$ cat config.mk
export PLATFORM = sky130hd
export DESIGN_NAME = id_stage
export DESIGN_NICKNAME = d
export VERILOG_FILES = /design/src/rtl/id_stage.sv
export SDC_FILE = /design/constraint.sdc
export NUM_CORES = 1
export LEC_CHECK = 0
export ABC_AREA = 1
export BUFFER_PORTS_ARGS = -buffer_cell sky130_fd_sc_hd__buf_2
export CORE_MARGIN = 5
export CORE_UTILIZATION = 44
export CTS_CLUSTER_SIZE = 25
export DETAILED_ROUTE_END_ITERATION = 8
export PLACE_DENSITY = 0.77
export RECOVER_POWER = 25
export SYNTH_ARGS = -nofsm -noshare
export SYNTH_HDL_FRONTEND = slang
export SYNTH_SLANG_ARGS = --single-unit
export TNS_END_PERCENT = 20
$ cat constraint.sdc
create_clock -name clk -period 1.3 [get_ports clk]
set_input_delay 0.13 -clock clk [delete_from_list [all_inputs] [get_ports clk]]
set_output_delay 0.13 -clock clk [all_outputs]
set_load 0.01 [all_outputs]
$ cat src/rtl/id_stage.sv
// RV32I instruction-decode stage: drives the regfile read ports, forwards operands
// from EX/MEM, detects load-use hazards and registers the decoded result into ID/EX.
module id_stage #(
    parameter int XLEN    = 32,
    parameter int RADDR_W = 5
) (
    input  logic               clk,
    input  logic               rst,
    input  logic               if_valid,
    input  logic [XLEN-1:0]    if_pc,
    input  logic [31:0]        if_inst,
    output logic               id_ready,
    input  logic               flush,
    input  logic               ex_ready,
    output logic [RADDR_W-1:0] rf_raddr1,
    output logic [RADDR_W-1:0] rf_raddr2,
    input  logic [XLEN-1:0]    rf_rdata1,
    input  logic [XLEN-1:0]    rf_rdata2,
    input  logic               ex_wr_en,
    input  logic               ex_is_load,
    input  logic [RADDR_W-1:0] ex_wr_addr,
    input  logic [XLEN-1:0]    ex_wr_data,
    input  logic               mem_wr_en,
    input  logic [RADDR_W-1:0] mem_wr_addr,
    input  logic [XLEN-1:0]    mem_wr_data,
    output logic               id_valid,
    output logic [XLEN-1:0]    id_pc,
    output logic [XLEN-1:0]    id_rs1_val,
    output logic [XLEN-1:0]    id_rs2_val,
    output logic [XLEN-1:0]    id_imm,
    output logic               id_use_imm,
    output logic [RADDR_W-1:0] id_rd,
    output logic               id_wr_en,
    output logic [3:0]         id_alu_op,
    output logic               id_is_load,
    output logic               id_is_store,
    output logic               id_is_branch,
    output logic               id_is_jump,
    output logic               id_illegal
);

    localparam logic [6:0] OPC_OP     = 7'b0110011;
    localparam logic [6:0] OPC_OPIMM  = 7'b0010011;
    localparam logic [6:0] OPC_LOAD   = 7'b0000011;
    localparam logic [6:0] OPC_STORE  = 7'b0100011;
    localparam logic [6:0] OPC_BRANCH = 7'b1100011;
    localparam logic [6:0] OPC_LUI    = 7'b0110111;
    localparam logic [6:0] OPC_AUIPC  = 7'b0010111;
    localparam logic [6:0] OPC_JAL    = 7'b1101111;
    localparam logic [6:0] OPC_JALR   = 7'b1100111;

    typedef enum logic [3:0] {
        ALU_ADD   = 4'd0,
        ALU_SUB   = 4'd1,
        ALU_SLL   = 4'd2,
        ALU_SLT   = 4'd3,
        ALU_SLTU  = 4'd4,
        ALU_XOR   = 4'd5,
        ALU_SRL   = 4'd6,
        ALU_SRA   = 4'd7,
        ALU_OR    = 4'd8,
        ALU_AND   = 4'd9,
        ALU_PASSB = 4'd10
    } alu_op_e;

    typedef struct packed {
        logic               valid;
        logic [XLEN-1:0]    pc;
        logic [XLEN-1:0]    rs1Val;
        logic [XLEN-1:0]    rs2Val;
        logic [XLEN-1:0]    imm;
        logic               useImm;
        logic [RADDR_W-1:0] rd;
        logic               wrEn;
        logic [3:0]         aluOp;
        logic               isLoad;
        logic               isStore;
        logic               isBranch;
        logic               isJump;
        logic               illegal;
    } idex_t;

    logic [6:0]         opcode;
    logic [2:0]         funct3;
    logic               funct7b5;
    logic [RADDR_W-1:0] rs1;
    logic [RADDR_W-1:0] rs2;
    logic [XLEN-1:0]    immI;
    logic [XLEN-1:0]    immS;
    logic [XLEN-1:0]    immB;
    logic [XLEN-1:0]    immU;
    logic [XLEN-1:0]    immJ;
    logic [XLEN-1:0]    fwdRs1;
    logic [XLEN-1:0]    fwdRs2;
    logic               useRs1;
    logic               useRs2;
    logic               writesRd;
    logic               loadUse;
    idex_t              dec;
    idex_t              idex_d;
    idex_t              idex_q;

    assign opcode    = if_inst[6:0];
    assign funct3    = if_inst[14:12];
    assign funct7b5  = if_inst[30];
    assign rs1       = if_inst[19:15];
    assign rs2       = if_inst[24:20];
    assign rf_raddr1 = rs1;
    assign rf_raddr2 = rs2;

    assign immI = {{(XLEN-12){if_inst[31]}}, if_inst[31:20]};
    assign immS = {{(XLEN-12){if_inst[31]}}, if_inst[31:25], if_inst[11:7]};
    assign immB = {{(XLEN-13){if_inst[31]}}, if_inst[31], if_inst[7], if_inst[30:25], if_inst[11:8], 1'b0};
    assign immU = {{(XLEN-32){if_inst[31]}}, if_inst[31:12], 12'h000};
    assign immJ = {{(XLEN-21){if_inst[31]}}, if_inst[31], if_inst[19:12], if_inst[20], if_inst[30:21], 1'b0};

    // SUB only exists in register form; SRAI/SRA share the funct7[5] select.
    function automatic alu_op_e arithOp(input logic [2:0] f3, input logic alt, input logic isReg);
        case (f3)
            3'b000:  return (isReg && alt) ? ALU_SUB : ALU_ADD;
            3'b001:  return ALU_SLL;
            3'b010:  return ALU_SLT;
            3'b011:  return ALU_SLTU;
            3'b100:  return ALU_XOR;
            3'b101:  return alt ? ALU_SRA : ALU_SRL;
            3'b110:  return ALU_OR;
            default: return ALU_AND;
        endcase
    endfunction

    always_comb begin
        if (rs1 == '0)                              fwdRs1 = '0;
        else if (ex_wr_en && ex_wr_addr == rs1)     fwdRs1 = ex_wr_data;
        else if (mem_wr_en && mem_wr_addr == rs1)   fwdRs1 = mem_wr_data;
        else                                        fwdRs1 = rf_rdata1;
    end

    always_comb begin
        if (rs2 == '0)                              fwdRs2 = '0;
        else if (ex_wr_en && ex_wr_addr == rs2)     fwdRs2 = ex_wr_data;
        else if (mem_wr_en && mem_wr_addr == rs2)   fwdRs2 = mem_wr_data;
        else                                        fwdRs2 = rf_rdata2;
    end

    always_comb begin
        dec        = '0;
        useRs1     = 1'b0;
        useRs2     = 1'b0;
        writesRd   = 1'b0;
        dec.valid  = 1'b1;
        dec.pc     = if_pc;
        dec.rd     = if_inst[11:7];
        dec.aluOp  = ALU_ADD;
        case (opcode)
            OPC_OP: begin
                useRs1    = 1'b1;
                useRs2    = 1'b1;
                writesRd  = 1'b1;
                dec.aluOp = arithOp(funct3, funct7b5, 1'b1);
            end
            OPC_OPIMM: begin
                useRs1     = 1'b1;
                writesRd   = 1'b1;
                dec.imm    = immI;
                dec.useImm = 1'b1;
                dec.aluOp  = arithOp(funct3, funct7b5, 1'b0);
            end
            OPC_LOAD: begin
                useRs1     = 1'b1;
                writesRd   = 1'b1;
                dec.imm    = immI;
                dec.useImm = 1'b1;
                dec.isLoad = 1'b1;
            end
            OPC_STORE: begin
                useRs1      = 1'b1;
                useRs2      = 1'b1;
                dec.imm     = immS;
                dec.useImm  = 1'b1;
                dec.isStore = 1'b1;
            end
            OPC_BRANCH: begin
                useRs1       = 1'b1;
                useRs2       = 1'b1;
                dec.imm      = immB;
                dec.aluOp    = ALU_SUB;
                dec.isBranch = 1'b1;
            end
            OPC_LUI: begin
                writesRd   = 1'b1;
                dec.imm    = immU;
                dec.useImm = 1'b1;
                dec.aluOp  = ALU_PASSB;
            end
            OPC_AUIPC: begin
                writesRd   = 1'b1;
                dec.imm    = immU;
                dec.useImm = 1'b1;
            end
            OPC_JAL: begin
                writesRd   = 1'b1;
                dec.imm    = immJ;
                dec.useImm = 1'b1;
                dec.isJump = 1'b1;
            end
            OPC_JALR: begin
                useRs1     = 1'b1;
                writesRd   = 1'b1;
                dec.imm    = immI;
                dec.useImm = 1'b1;
                dec.isJump = 1'b1;
            end
            default: begin
                dec.illegal = 1'b1;
            end
        endcase
        dec.wrEn   = writesRd && (dec.rd != '0);
        dec.rs1Val = useRs1 ? fwdRs1 : '0;
        dec.rs2Val = useRs2 ? fwdRs2 : '0;
    end

    // A load in EX cannot forward yet; hold IF one cycle so the value arrives via MEM.
    assign loadUse = if_valid && ex_is_load && ex_wr_en && (ex_wr_addr != '0) &&
                     ((useRs1 && rs1 == ex_wr_addr) || (useRs2 && rs2 == ex_wr_addr));

    assign id_ready = flush || (ex_ready && !loadUse);

    always_comb begin
        if (flush)                      idex_d = '0;
        else if (!ex_ready)             idex_d = idex_q;
        else if (loadUse || !if_valid)  idex_d = '0;
        else                            idex_d = dec;
    end

    always_ff @(posedge clk) begin
        if (rst) idex_q <= '0;
        else     idex_q <= idex_d;
    end

    assign id_valid     = idex_q.valid;
    assign id_pc        = idex_q.pc;
    assign id_rs1_val   = idex_q.rs1Val;
    assign id_rs2_val   = idex_q.rs2Val;
    assign id_imm       = idex_q.imm;
    assign id_use_imm   = idex_q.useImm;
    assign id_rd        = idex_q.rd;
    assign id_wr_en     = idex_q.wrEn;
    assign id_alu_op    = idex_q.aluOp;
    assign id_is_load   = idex_q.isLoad;
    assign id_is_store  = idex_q.isStore;
    assign id_is_branch = idex_q.isBranch;
    assign id_is_jump   = idex_q.isJump;
    assign id_illegal   = idex_q.illegal;

endmodule

Yosys cells after proc, flatten, opt, wreduce, memory -nomap -nowiden. Cells that the tools add are included.

Flip-flop bits (word level): 145. Input port bits: 210. Output and inout port bits: 156. Word-level logic and storage cells: 90.

Equal/unequal tests: 21. Mux-type cells: 24. Reduce and logical (&&, ||, !) cells: 31.

Operators by type and width (count): two-way mux 32 bit (8); one-hot mux 32 bit (5 select lines) (1); two-way mux 145 bit (1); one-hot mux 4 bit (7 select lines) (2); == test 5 bit (6); == test 7 x 6 -> 1 bit (second input constant) (3); == test 7 bit (second input constant) (3); one-hot mux 4 bit (4 select lines) (1); == test 7 x 5 -> 1 bit (second input constant) (2); OR reduction 7 bit (2); logical AND 1 bit (12); two-way mux 1 bit (11); zero test 5 bit (2); nonzero test 5 bit (2); == test 3 bit (second input constant) (3); OR reduction 9 bit (1); == test 7 x 2 -> 1 bit (second input constant) (1); == test 3 x 2 -> 1 bit (second input constant) (2); OR reduction 2 bit (3); OR reduction 3 bit (2); OR reduction 6 bit (1); == test 3 x 1 -> 1 bit (second input constant) (1); zero test 3 bit (1); logical OR 1 bit (3); zero test 1 bit (2).

Longest topological paths before layout.
Depth after elaboration: 9. Gate-level depth with buffers: 15.

Least setup slack after synthesis. No wires, ideal clock.

Kind: input to register. Start: input port if_inst[3]. End: register idex_q (netlist bit id_rs1_val[11]). Setup time: 128 ps. Arrival: 1312 ps. Data required time: 1172 ps. Path slack: -139 ps. Cell stages on the path: 12. Path buffers: 2. Cell sequence: nor2_1 nand3_1 o21ai_1 nand2_1 nand2_1 nand2_2 nand2_2 buf_6 buf_6 nor2_1 nor2_1 nor2_1.

Longest elaborated chain between the ends: 8. Elaborated cells between the ends (all ways): 17.

RTL lines: start: declaration (line 11) `input logic [31:0] if_inst,`; == test 7 bit, or another cell as far along (line 154) `case (opcode)`; OR reduction 6 bit (no source line) or OR reduction 3 bit (tied branches); two-way mux 1 bit (line 154); logical AND 1 bit (line 224) `((useRs1 && rs1 == ex_wr_addr) || (useRs2 && rs2 == ex_wr_addr));`; logical OR 1 bit (line 224); logical AND 1 bit (line 223) `assign loadUse = if_valid && ex_is_load && ex_wr_en && (ex_wr_addr != '0) &&`; logical OR 1 bit (line 231) `else if (loadUse || !if_valid) idex_d = '0;`; two-way mux 145 bit (*) (line 231); end signal: assignment (line 237) `else idex_q <= idex_d;`; end: declaration (line 101) `idex_t idex_q;`.

Every way passes the cells marked *; elsewhere a longest branch is shown, timed or not. A chain may end at the register's enable or synchronous reset.

Worst setup path after layout.
Start: input port if_inst[22]. End: output port id_ready.

Longest elaborated chain between the ends: 7.

RTL lines: == test 5 bit (line 224); logical AND 1 bit (line 224); logical OR 1 bit (line 224); logical AND 1 bit (line 223); zero test 1 bit (line 226) `assign id_ready = flush || (ex_ready && !loadUse);`; logical AND 1 bit (line 226); logical OR 1 bit (line 226); end: declaration (line 12) `output logic id_ready,`.

No other way between the ends.

==> metrics.yaml <==
status: "finished with violations"
violations: "negative setup slack"
place_inst: 2075
arrival_ns: 1.38
use_met1_pct: 35.4
synth_common_cells: "nand3_1, nand2_1, nor2_1"
insertion_delay_ns: 0.41
globalplace.congestion: 0.970
cts-root-buf: "clkbuf_16"
ys_async_sr_fraction_pct: 0
die-width_um: 151
cp-end-kind: "output port"
drt-total-wl_um: 38300
grt_first_pass_wirelength_um: 54000
fmax_mhz: 664
fp.dieH_um: 151
synth_cells: 1467
seq_area_um2: 2900
final_area_um2: 13200
setup_slack_ns: -0.206
placedInstanceArea_um2: 11300
dieArea_um2: 22700
htreeDepth: 4
initial_core_util_pct: 44.7
yosys_warnings: 0
final.setup.tns_ns: -7.23
rr_worst_depth: 4
avgSynthCellArea_um2: 5.93
num-nets-final: 2112
cp-start-kind: "input pin"
synth_area_leader_cell: "dfxtp_1"
drtAntennaViolNets: 0
drive_gt1_share_pct: 30.2
leakagePower_nw: 5.99
synth_area_leaders: "dfxtp_1, nand3_1, nand2_1, nor2_1, inv_1"
post_drt_wl_per_cell_um: 17.6
r2r_end: "id_rs1_val[24]$_SDFFE_PP0P_"
cts_tree: "done"
setup_violations: 96
hold_slack_ns: 0.0218
gr-total-overflow: 0
crit_end: "id_ready"
vias: 11703
synth_nets: 1677
grt_use_total_pct: 29.8
synth-edff-count: 0
worst_pin_slew_ns: 0.389
clkTransAtPathRegs_ns: 0.06
ys_ff_latch: 145
yosysMostFrequentCell: "nand3_1"
num_rows: 51
syn-cell-area_um2: 8690
coreArea_um2: 19500
crit-reg2reg-launch: "id_rs1_val[24]$_SDFFE_PP0P_"
clockBufferDepth: 2
slew_violations: 0
first_pass_iters: 6
p_per_area_nw_per_um2: 870
drcViolationCount: 0
dpl.hpwl_um: 24900
period_needed_ns: 1.51
multiInputGateArea_um2: 4940
cp_max_fo: 4
netlist.area_leader.share_pct: 33.4
port_buffers: 365
hp-class: "in -> reg"
crit_start: "if_inst[22]"
layoutNonFillerInstCount: 2179
min_period_over_period_pct: 116
grt_pass1_vias: 10607
maxSlewHeadroom_pct: 74.0
io_pins: 366
syn_to_final_growth_pct: 51.3
busiest_layer: "met2"
rsz0062_at_grt: "yes"
synth_ff_type: "dfxtp_1"
synth_cell_type_count: 31
maxCapViolCount: 0
antenna_found_initial: 0
use_met3_pct: 6.35
cts_buffers: 17
nFillCells: 1658
hold_viol: 0
diodes: 0
drtIter0Drc: 938
clock-sinks: 145
rrSetupSlack_ns: 0.52
clock_skew_ns: 0
grt_start_max_net_pins: 77
yosysSeqAreaShare_pct: 33.4
ir_worst_vdd_mv: 0.783
cp.required_ns: 1.17
viasPerCell: 5.37
path_class: "in -> out"
grtUsageMet2_pct: 51.1
final_util_pct: 67.6
[registers in the layout (all words and copies together), names as in the netlist]
| signal | flops |
|---|---|
| id_alu_op | 4 |
| id_illegal | 1 |
| id_imm | 32 |
| id_is_branch | 1 |
| id_is_jump | 1 |
| id_is_load | 1 |
| id_is_store | 1 |
| id_pc | 32 |
| id_rd | 5 |
| id_rs1_val | 32 |
| id_rs2_val | 32 |
| id_use_imm | 1 |
| id_valid | 1 |
| id_wr_en | 1 |
[cell usage in the layout (no fill, tap or decap), types with 3 or more instances in the layout]
cell type / count
a21oi_2: 5
nand3_2: 8
buf_8: 8
clkinvlp_4: 6
buf_4: 83
buf_2: 315
nand2_2: 7
nand3_1: 308
nand2_8: 3
buf_12: 25
nand2_1: 282
nor2_1: 251
inv_6: 8
inv_8: 3
clkbuf_1: 38
inv_2: 16
a21oi_1: 80
nor2_2: 21
clkinv_1: 30
nor2_4: 10
nor3_1: 7
o211ai_1: 20
dfxtp_1: 145
nand4_1: 4
inv_1: 121
clkbuf_4: 3
buf_6: 9
nand2_4: 6
nand3_4: 3
o21ai_0: 3
dlygate4sd3_1: 35
clkbuf_16: 26
[stage by stage]
stage / power, mW / setup slack (ns)
global placement: 6.25 / -0.500
finish: 11.4 / -0.206
detailed placement: 6.27 / -0.528
global route: 11.8 / -0.290
CTS: 11.3 / -0.142
floorplan: 5.41 / -0.0976
[cell type report]
type / instances / share of cell area [%]
tap: 265 / 2.52
multi-input combinational: 1037 / 37.6
clock buffer: 17 / 3.23
clock inverter: 14 / 1.12
sequential: 145 / 22.1
inverter: 175 / 5.42
timing repair buffer: 526 / 28.1
[cells by family (layout without fill, tap and decap cells)]
| family | after synthesis | count (layout) | share of synthesized area [%] |
|---|---|---|---|
| flip-flops | 145 | 145 | 33.4 |
| XOR/XNOR | 5 | 5 | 0.504 |
| buffers and inverters | 286 | 732 | 13.8 |
| AO/OA/AOI/OAI | 115 | 115 | 7.32 |
| AND/OR/NAND/NOR | 916 | 917 | 44.9 |
[power by group]
part	switching [mW]	internal [mW]
Clock	2.18	2.69
Combinational	1.18	0.898
Sequential	0.0179	4.47
Total	3.38	8.06
[how the worst min path moves through the flow]
| stage | startpoint | end | slack, ns | cells past startpoint |
|---|---|---|---|---|
| CTS | if_inst[9] | id_rd[2]$_SDFFE_PP0P_ | 0.002 | 3 |
| global placement | if_pc[1] | id_pc[1]$_SDFFE_PP0P_ | 0.40 | 3 |
| finish | if_inst[9] | id_rd[2]$_SDFFE_PP0P_ | 0.02 | 3 |
| detailed placement | if_pc[28] | id_pc[28]$_SDFFE_PP0P_ | 0.41 | 3 |
| floorplan | if_pc[0] | id_pc[0]$_SDFFE_PP0P_ | 0.29 | 2 |
| global route | if_inst[9] | id_rd[2]$_SDFFE_PP0P_ | 0.009 | 3 |
[critical path, stage by stage]
cell and delay (ns):
buf_2 0.17, inv_2 0.06, nand2_1 0.06, nand4_1 0.17
nor2_4 0.17, nand2_1 0.06, nand2_1 0.08, nand2_2 0.07
buf_8 0.13, a21o_1 0.14, buf_2 0.13
[repair_timing]
action / in CTS / in global routing
pin swaps: 28 / 27
endpoints found under the hold margin: 35 / 0
buffers inserted: 16 / 9
resized for setup: 43 / 90
gates cloned: 0 / 14
hold buffers: 35 / 0
setup endpoints to repair: 19 / 142
[per-layer routing]
layer  vias to the layer above  part of all wire, %
li1                       5513                    -
met1                      5245                   36
met2                       787                   48
met3                       158                   11
met4                         0                  4.9
met5                         -                    0
(Power assumes the default switching activity.)
